<file path="src/rtl/prog_inst_memory.sv">
// Reloadable instruction memory: one registered fetch per enabled cycle, with a fault flag
// for misaligned or out-of-range PCs, and a streaming load port that rewrites the contents.
module prog_inst_memory #(
  parameter int                DATA_W   = 32,
  parameter int                DEPTH    = 128,
  parameter int                ADDR_W   = 32,
  parameter logic [DATA_W-1:0] NOP_WORD = 32'h00000000
) (
  input  logic              clk,
  input  logic              rst,
  input  logic [ADDR_W-1:0] pc,
  input  logic              fetch_en,
  output logic [DATA_W-1:0] inst,
  output logic              inst_valid,
  output logic              fault,
  input  logic              load_start,
  input  logic              load_valid,
  input  logic [DATA_W-1:0] load_data,
  input  logic              load_last,
  output logic              load_ready,
  output logic              load_done,
  output logic              busy
);

  localparam int IDX_W = (DEPTH > 1) ? $clog2(DEPTH) : 1;
  localparam logic [IDX_W-1:0]  LAST_IDX  = IDX_W'(DEPTH - 1);
  localparam logic [ADDR_W-3:0] DEPTH_LIM = (ADDR_W - 2)'(DEPTH);

  typedef enum logic {
    ST_RUN  = 1'b0,
    ST_LOAD = 1'b1
  } state_t;

  state_t state, state_d;

  logic [DATA_W-1:0] mem [DEPTH] = '{default: NOP_WORD};

  logic [IDX_W-1:0]  ptr, ptr_d;
  logic [DATA_W-1:0] inst_d;
  logic              inst_valid_d;
  logic              fault_d;
  logic              load_done_d;
  logic              wr_en;
  logic              fetch_legal;

  assign fetch_legal = (pc[1:0] == 2'b00) && (pc[ADDR_W-1:2] < DEPTH_LIM);

  assign load_ready = (state == ST_LOAD);
  assign busy       = (state == ST_LOAD);

  always_comb begin
    state_d      = state;
    ptr_d        = ptr;
    inst_d       = inst;
    fault_d      = fault;
    inst_valid_d = 1'b0;
    load_done_d  = 1'b0;
    wr_en        = 1'b0;

    case (state)
      ST_RUN: begin
        if (fetch_en) begin
          inst_valid_d = 1'b1;
          if (fetch_legal) begin
            inst_d  = mem[pc[IDX_W+1:2]];
            fault_d = 1'b0;
          end else begin
            inst_d  = NOP_WORD;
            fault_d = 1'b1;
          end
        end
        // A fetch in the same cycle as load_start is still serviced above.
        if (load_start) begin
          state_d = ST_LOAD;
          ptr_d   = '0;
        end
      end

      ST_LOAD: begin
        inst_d  = NOP_WORD;
        fault_d = 1'b0;
        if (load_valid) begin
          wr_en = 1'b1;
          // Stop at the last word slot so the pointer never wraps past DEPTH-1.
          if (load_last || (ptr == LAST_IDX)) begin
            state_d     = ST_RUN;
            load_done_d = 1'b1;
          end else begin
            ptr_d = ptr + 1'b1;
          end
        end
      end

      default: begin
        state_d = ST_RUN;
      end
    endcase
  end

  always_ff @(posedge clk) begin
    if (rst) begin
      state      <= ST_RUN;
      ptr        <= '0;
      inst       <= NOP_WORD;
      inst_valid <= 1'b0;
      fault      <= 1'b0;
      load_done  <= 1'b0;
    end else begin
      state      <= state_d;
      ptr        <= ptr_d;
      inst       <= inst_d;
      inst_valid <= inst_valid_d;
      fault      <= fault_d;
      load_done  <= load_done_d;
    end
  end

  // Contents survive reset; reset only blocks a write landing on the same edge.
  always_ff @(posedge clk) begin
    if (!rst && wr_en) begin
      mem[ptr] <= load_data;
    end
  end

endmodule

</file>
<file path="config.mk">
export PLATFORM = sky130hd
export DESIGN_NAME = prog_inst_memory
export DESIGN_NICKNAME = d
export VERILOG_FILES = /design/src/rtl/prog_inst_memory.sv
export SDC_FILE = /design/constraint.sdc
export NUM_CORES = 2
export LEC_CHECK = 0
export CAP_MARGIN = 20
export CORE_MARGIN = 2
export CORE_UTILIZATION = 47
export DETAILED_ROUTE_END_ITERATION = 10
export GPL_TIMING_DRIVEN = 0
export PLACE_DENSITY = 0.74
export SKIP_LAST_GASP = 1
export SYNTH_ARGS = -nofsm -noshare
export SYNTH_HDL_FRONTEND = slang
export SYNTH_SLANG_ARGS = --single-unit
export TNS_END_PERCENT = 50
</file>
<file path="constraint.sdc">
create_clock -name clk -period 6.5 [get_ports clk]
set_clock_uncertainty 0.15 [all_clocks]
set_input_delay 0.65 -clock clk [delete_from_list [all_inputs] [get_ports clk]]
set_output_delay 0.65 -clock clk [all_outputs]
set_load 0.005 [all_outputs]
</file>
* Yosys cells after proc, flatten, opt, wreduce, memory -nomap -nowiden
Memories as Yosys holds them, arrays and structs flattened.
Cells that the tools add are included.
** Storage, ports and cells
- Register bits after elaboration :: 43
- Bits in writable memories :: 4096
- Input bits :: 70
- Output and inout port bits :: 37
- Logic and storage cells :: 44
- Memories :: 1
** Operators by class
- Add/sub/neg operators :: 1
- $lt $le $gt $ge :: 1
- Equality and inequality tests :: 5
- Multiplexer cells :: 20
- Bitwise operators :: 2
- Reduce and logical (&&, ||, !) cells :: 8
** Memory list
- mem :: words 128, bits a word 32, rd ports 1, clocked after memory_dff 0, write ports 1, line 36 : logic [DATA_W-1:0] mem [DEPTH] = '{default: NOP_WORD};
** Operator list (number)
- $mux 32 :: 2
- $pmux 32 s2 :: 1
- $lt 30x8->1 const B :: 1
- $mux 7 :: 3
- $pmux 7 s2 :: 1
- $mux 1 :: 11
- $ne 2x2->1 const B :: 4
- $add 7x1->7 const B :: 1
- $eq 7x7->1 const B :: 1
- $pmux 1 s2 :: 2
- $reduce_and 3->1 :: 1
- $reduce_or 3->1 :: 1
- $logic_and 1x1->1 :: 2
- $logic_not 2->1 :: 1
- $not 1->1 :: 2
- $reduce_or 2->1 :: 1
- $logic_not 1->1 :: 1
- $logic_or 1x1->1 :: 1

* Longest topological paths before layout
- Word-level depth :: 5
- Gate-level depth with buffers :: 12

* Worst setup path after synthesis
No wires, ideal clock.
- Path kind :: input to register
- From :: input rst
- To :: memory mem[72][0], enable pin
- Library setup time :: 503 ps
- Data arrival time :: 4470 ps
- Setup slack :: 1377 ps
- Cell stages on the path :: 4
- Path buffers :: 1
- Cell sequence :: clkbuf_1 > nor2_1 > nand4_1 > nor4_1
** On the way
- Longest elaborated chain between the ends :: 4
** RTL lines
- from (decl) :: line 10 : input logic rst,
- $logic_not 1->1 :: line 120 : if (!rst && wr_en) begin
- $logic_and 1x1->1 :: line 120
- $mux 1 :: line 120
- $mux 1 (implied by the code) :: line 121 : mem[ptr] <= load_data;
- to (decl) :: line 36
Every way passes these cells.

* Worst setup path after layout
- From :: input pc[5]
- To :: register inst[30]
** On the way
- Longest elaborated chain between the ends :: 5
- Elaborated cells on any way between the ends :: 6
- Classes of those cells :: 1 x order compare; 3 x mux; 1 x reduce/logical; 1 x memory
** RTL lines
- from (decl) :: line 11 : input logic [ADDR_W-1:0] pc,
- $lt 30x8->1 :: line 46 : assign fetch_legal = (pc[1:0] == 2'b00) && (pc[ADDR_W-1:2] < DEPTH_LIM);
- $logic_and 1x1->1 :: line 46
- $mux 32 * :: line 64 : if (fetch_legal) begin
- $mux 32 * :: line 62 : if (fetch_en) begin
- $pmux 32 s2 * :: line 60 : case (state)
- to (signal assigned) :: line 111 : inst <= inst_d;
- to (decl) :: line 13 : output logic [DATA_W-1:0] inst,
Mark *: on every way between the ends. The rest lies on a longest branch, timed or not. The select of a mux whose other input is x is not followed.
A chain may end at the register's enable or synchronous reset.

==> reports/results.ini <==
[drt]
wirelength_um=523000
wl_met1_um=172000
vias=87100
avgRoutedWirePerCell_um=39.8
drt_iter0_markers=15800
antenna_left=0
drtPass1Iterations=8
wl_met2_um=226000
wl_met3_um=80600
drc=0
viasPerCell=6.63
top_layer=met5

[flow_run]
maxCapViolCount=0

[yosys]
synth_cell_types=44
syn_area_per_cell_um2=21.1
postSynthCellCount=7535
ys.flop_type=edfxtp_1
syn_nets=7606
synth_warnings=0
async_reset_ff_share_pct=0
yosysSeqAreaShare_pct=78.0
synth_seq_cells=4139
synth_edf_count=4096
syn-cell-area_um2=159000

[sta]
tns_ns=0
timing.final.crit_period_ns=4.84
setup_viol=0
worst_slew_pin_slew_ns=1.60
relSlewSlack_pct=-6.91
rsz0062_at_grt=false
whs_ns=0.0150
slew_viol_final=3
fin_crit_sh_pct=74.5
fmax_mhz=206
hold_violations=0

[cts]
h-tree-depth=5
root_buffer=clkbuf_16
cts_buffer_depth=4
clock_latency_ns=1.01
post_cts_buffers=0
cts_tree=built
numCtsBuffers=400
cts_sinks=4139
clkSlewWorstSetupHoldPaths_ns=0.06

[setup_path]
worst_path_max_delay_cell=clkbuf_1
crit_type=primary input to flop
critPathMaxStageDelay_ns=0.82
cp_max_fo=11
crit_path_frequent_cell=buf_2
critPathArrivalTime_ns=5.53
worstPathRequired_ns=7.18
cp-end-kind=flop
crit_path_start_kind=primary input
path_cells=buf_2, buf_2, clkbuf_1, buf_2, mux2i_1, a221oi_1, nand3_1, a221oi_1

[min_path]
hp-class=primary input to flop

[layout]
layoutNonFillerInstCount=13100
final_area_um2=184000
layout-drive-gt1-share_pct=22.3
areaGrowthSynthToFinish_pct=16.0
num-nets-final=8341

[global_routing]
globalRouteOverflowTotal=0
antenna_found_initial=45
grt_pass1_vias=82900
grtUsageTotal_pct=30.2
grt_pass1_wl_um=698000
grt_max_degree=97

[pwr]
power_frac_seq_pct=52.6
combinationalPowerShare_pct=5.5
clockPowerShare_pct=41.9
ir_drop_uv=300
p_leak_nw=59.0
p_int_mw=43.4
power_density_nw_per_um2=302
switching_power_mw=12.4
p_sw_share_pct=22.2
finalPower_mw=55.7

[placed_design]
dp_hpwl_um=356000
placed_cell_area_um2=171000
dp.cells=12400
gp_congestion=1.06
port-buffer-count=101

[floorplanning]
core_area_um2=337000
rows=213
die_width_um=585
die-area_um2=343000
initial_core_util_pct=47.2
io_pins=107
die_h_um=585

[outcome]
failed_checks=max-slew violations
status=finished, violations left

-- registers in the layout (all words and copies together) (netlist names) --
name and flops:
mem 4096, inst 32, ptr 7, busy 1, fault 1, inst_valid 1
load_done 1
-- placed cells by master (no fill, tap or decap), types with 80 or more instances in the layout --
cell | netlist | routed
a22oi_1 | 292 | 292
clkbuf_16 | 0 | 403
nand2_1 | 193 | 193
mux4_2 | 704 | 704
nand4_1 | 80 | 80
buf_2 | 180 | 180
nor2_4 | 0 | 126
clkinv_1 | 0 | 86
edfxtp_1 | 4096 | 4096
buf_12 | 0 | 110
a21oi_1 | 154 | 154
nand3_1 | 199 | 199
clkbuf_1 | 183 | 275
mux2i_1 | 864 | 864
buf_4 | 54 | 89
-- cell usage after synthesis (all sizes together), types with 2 or more instances --
cell | number | area [um2]
a2111oi | 24 | 354
a211oi | 33 | 248
a21oi | 154 | 771
a221oi | 55 | 482
a222oi | 9 | 90.1
a22o | 46 | 403
a22oi | 292 | 2190
and2 | 4 | 25.0
buf | 257 | 1430
clkbuf | 183 | 687
dfxtp | 43 | 861
edfxtp | 4096 | 123000
mux2i | 864 | 8650
mux4 | 704 | 15900
nand2 | 193 | 724
nand2b | 4 | 25.0
nand3 | 199 | 996
nand3b | 21 | 158
nand4 | 80 | 500
nand4b | 16 | 140
nor2 | 154 | 581
nor2b | 44 | 275
nor3 | 27 | 135
nor3b | 2 | 20.0
nor4 | 7 | 43.8
or3 | 6 | 37.5
or3b | 5 | 43.8
xor2 | 4 | 35.0
-- worst max-delay path: cells and delay by family --
family / cells / cell delay (ns)
and+or+nand+nor: 1 / 0.67
AOI/OAI and AO/OA: 2 / 1.01
buffers and inverters: 4 / 2.82
muxes: 1 / 0.27
-- power groups by stage --
stage | registers [mW] | clock network, mW | logic, mW
finish | 29.3 | 23.3 | 3.05
global route | 29.3 | 24.3 | 3.06
CTS | 29.3 | 23.3 | 2.92
detailed placement | 29.9 | 0 | 2.89
global placement | 30.1 | 0 | 2.75
floorplan | 29.9 | 0 | 1.31
-- path summary, 6_finish.rpt --
check / cells past startpoint / start / slack (ns) / endpoint
max: 8 / pc[5] / 1.66 / inst[30]$_SDFFE_PP0P_
min: 1 / load_data[18] / 0.02 / mem[78][18]$_DFFE_PP_
max reg2reg: 7 / busy$_SDFF_PP0_ / 1.93 / mem[98][20]$_DFFE_PP_
min reg2reg: 2 / fault$_SDFFE_PP0P_ / 0.37 / fault$_SDFFE_PP0P_
-- logic make-up after synthesis --
group | count (synthesis) | synth area share, %
AO/OA/AOI/OAI | 617 | 2.88
multiplexers | 1568 | 15.4
XOR/XNOR | 4 | 0.0221
flip-flops | 4139 | 78.0
adder cells (fa/ha/maj) | 1 | 0.00788
buffers and inverters | 440 | 1.33
AND/OR/NAND/NOR | 766 | 2.35
-- area by class of cell --
cell class	count	area, um2
Buffer	440	2120
Timing Repair Buffer	333	5740
Clock buffer	504	10500
Sequential cell	4139	124000
Multi-Input combinational cell	2956	33800
Fill cell	24300	152000
Tap cell	4515	5650
Antenna cell	20	50.0
Clock inverter	238	2540
-- stage by stage --
step           util [%]  worst slack (ns)
2_1_floorplan         -              1.38
3_3_place_gp       49.2             -4.70
3_5_place_dp       50.8              1.08
4_1_cts            54.7              2.03
5_1_grt            54.7              1.81
6_report           54.8              1.66
-- metal layers --
layer,GRT usage [%],vias up
met2,44.1,7600
met5,0,-
met1,37.7,44900
li1,-,33000
met3,11.5,1542
met4,20.2,20
-- what timing repair did --
| item | CTS | global route |
|---|---|---|
| gates resized for setup | 0 | 0 |
| hold buffers | 9 | 0 |
| endpoints found under the hold margin | 238 | 0 |
Power figures use the tool's default switching activity.
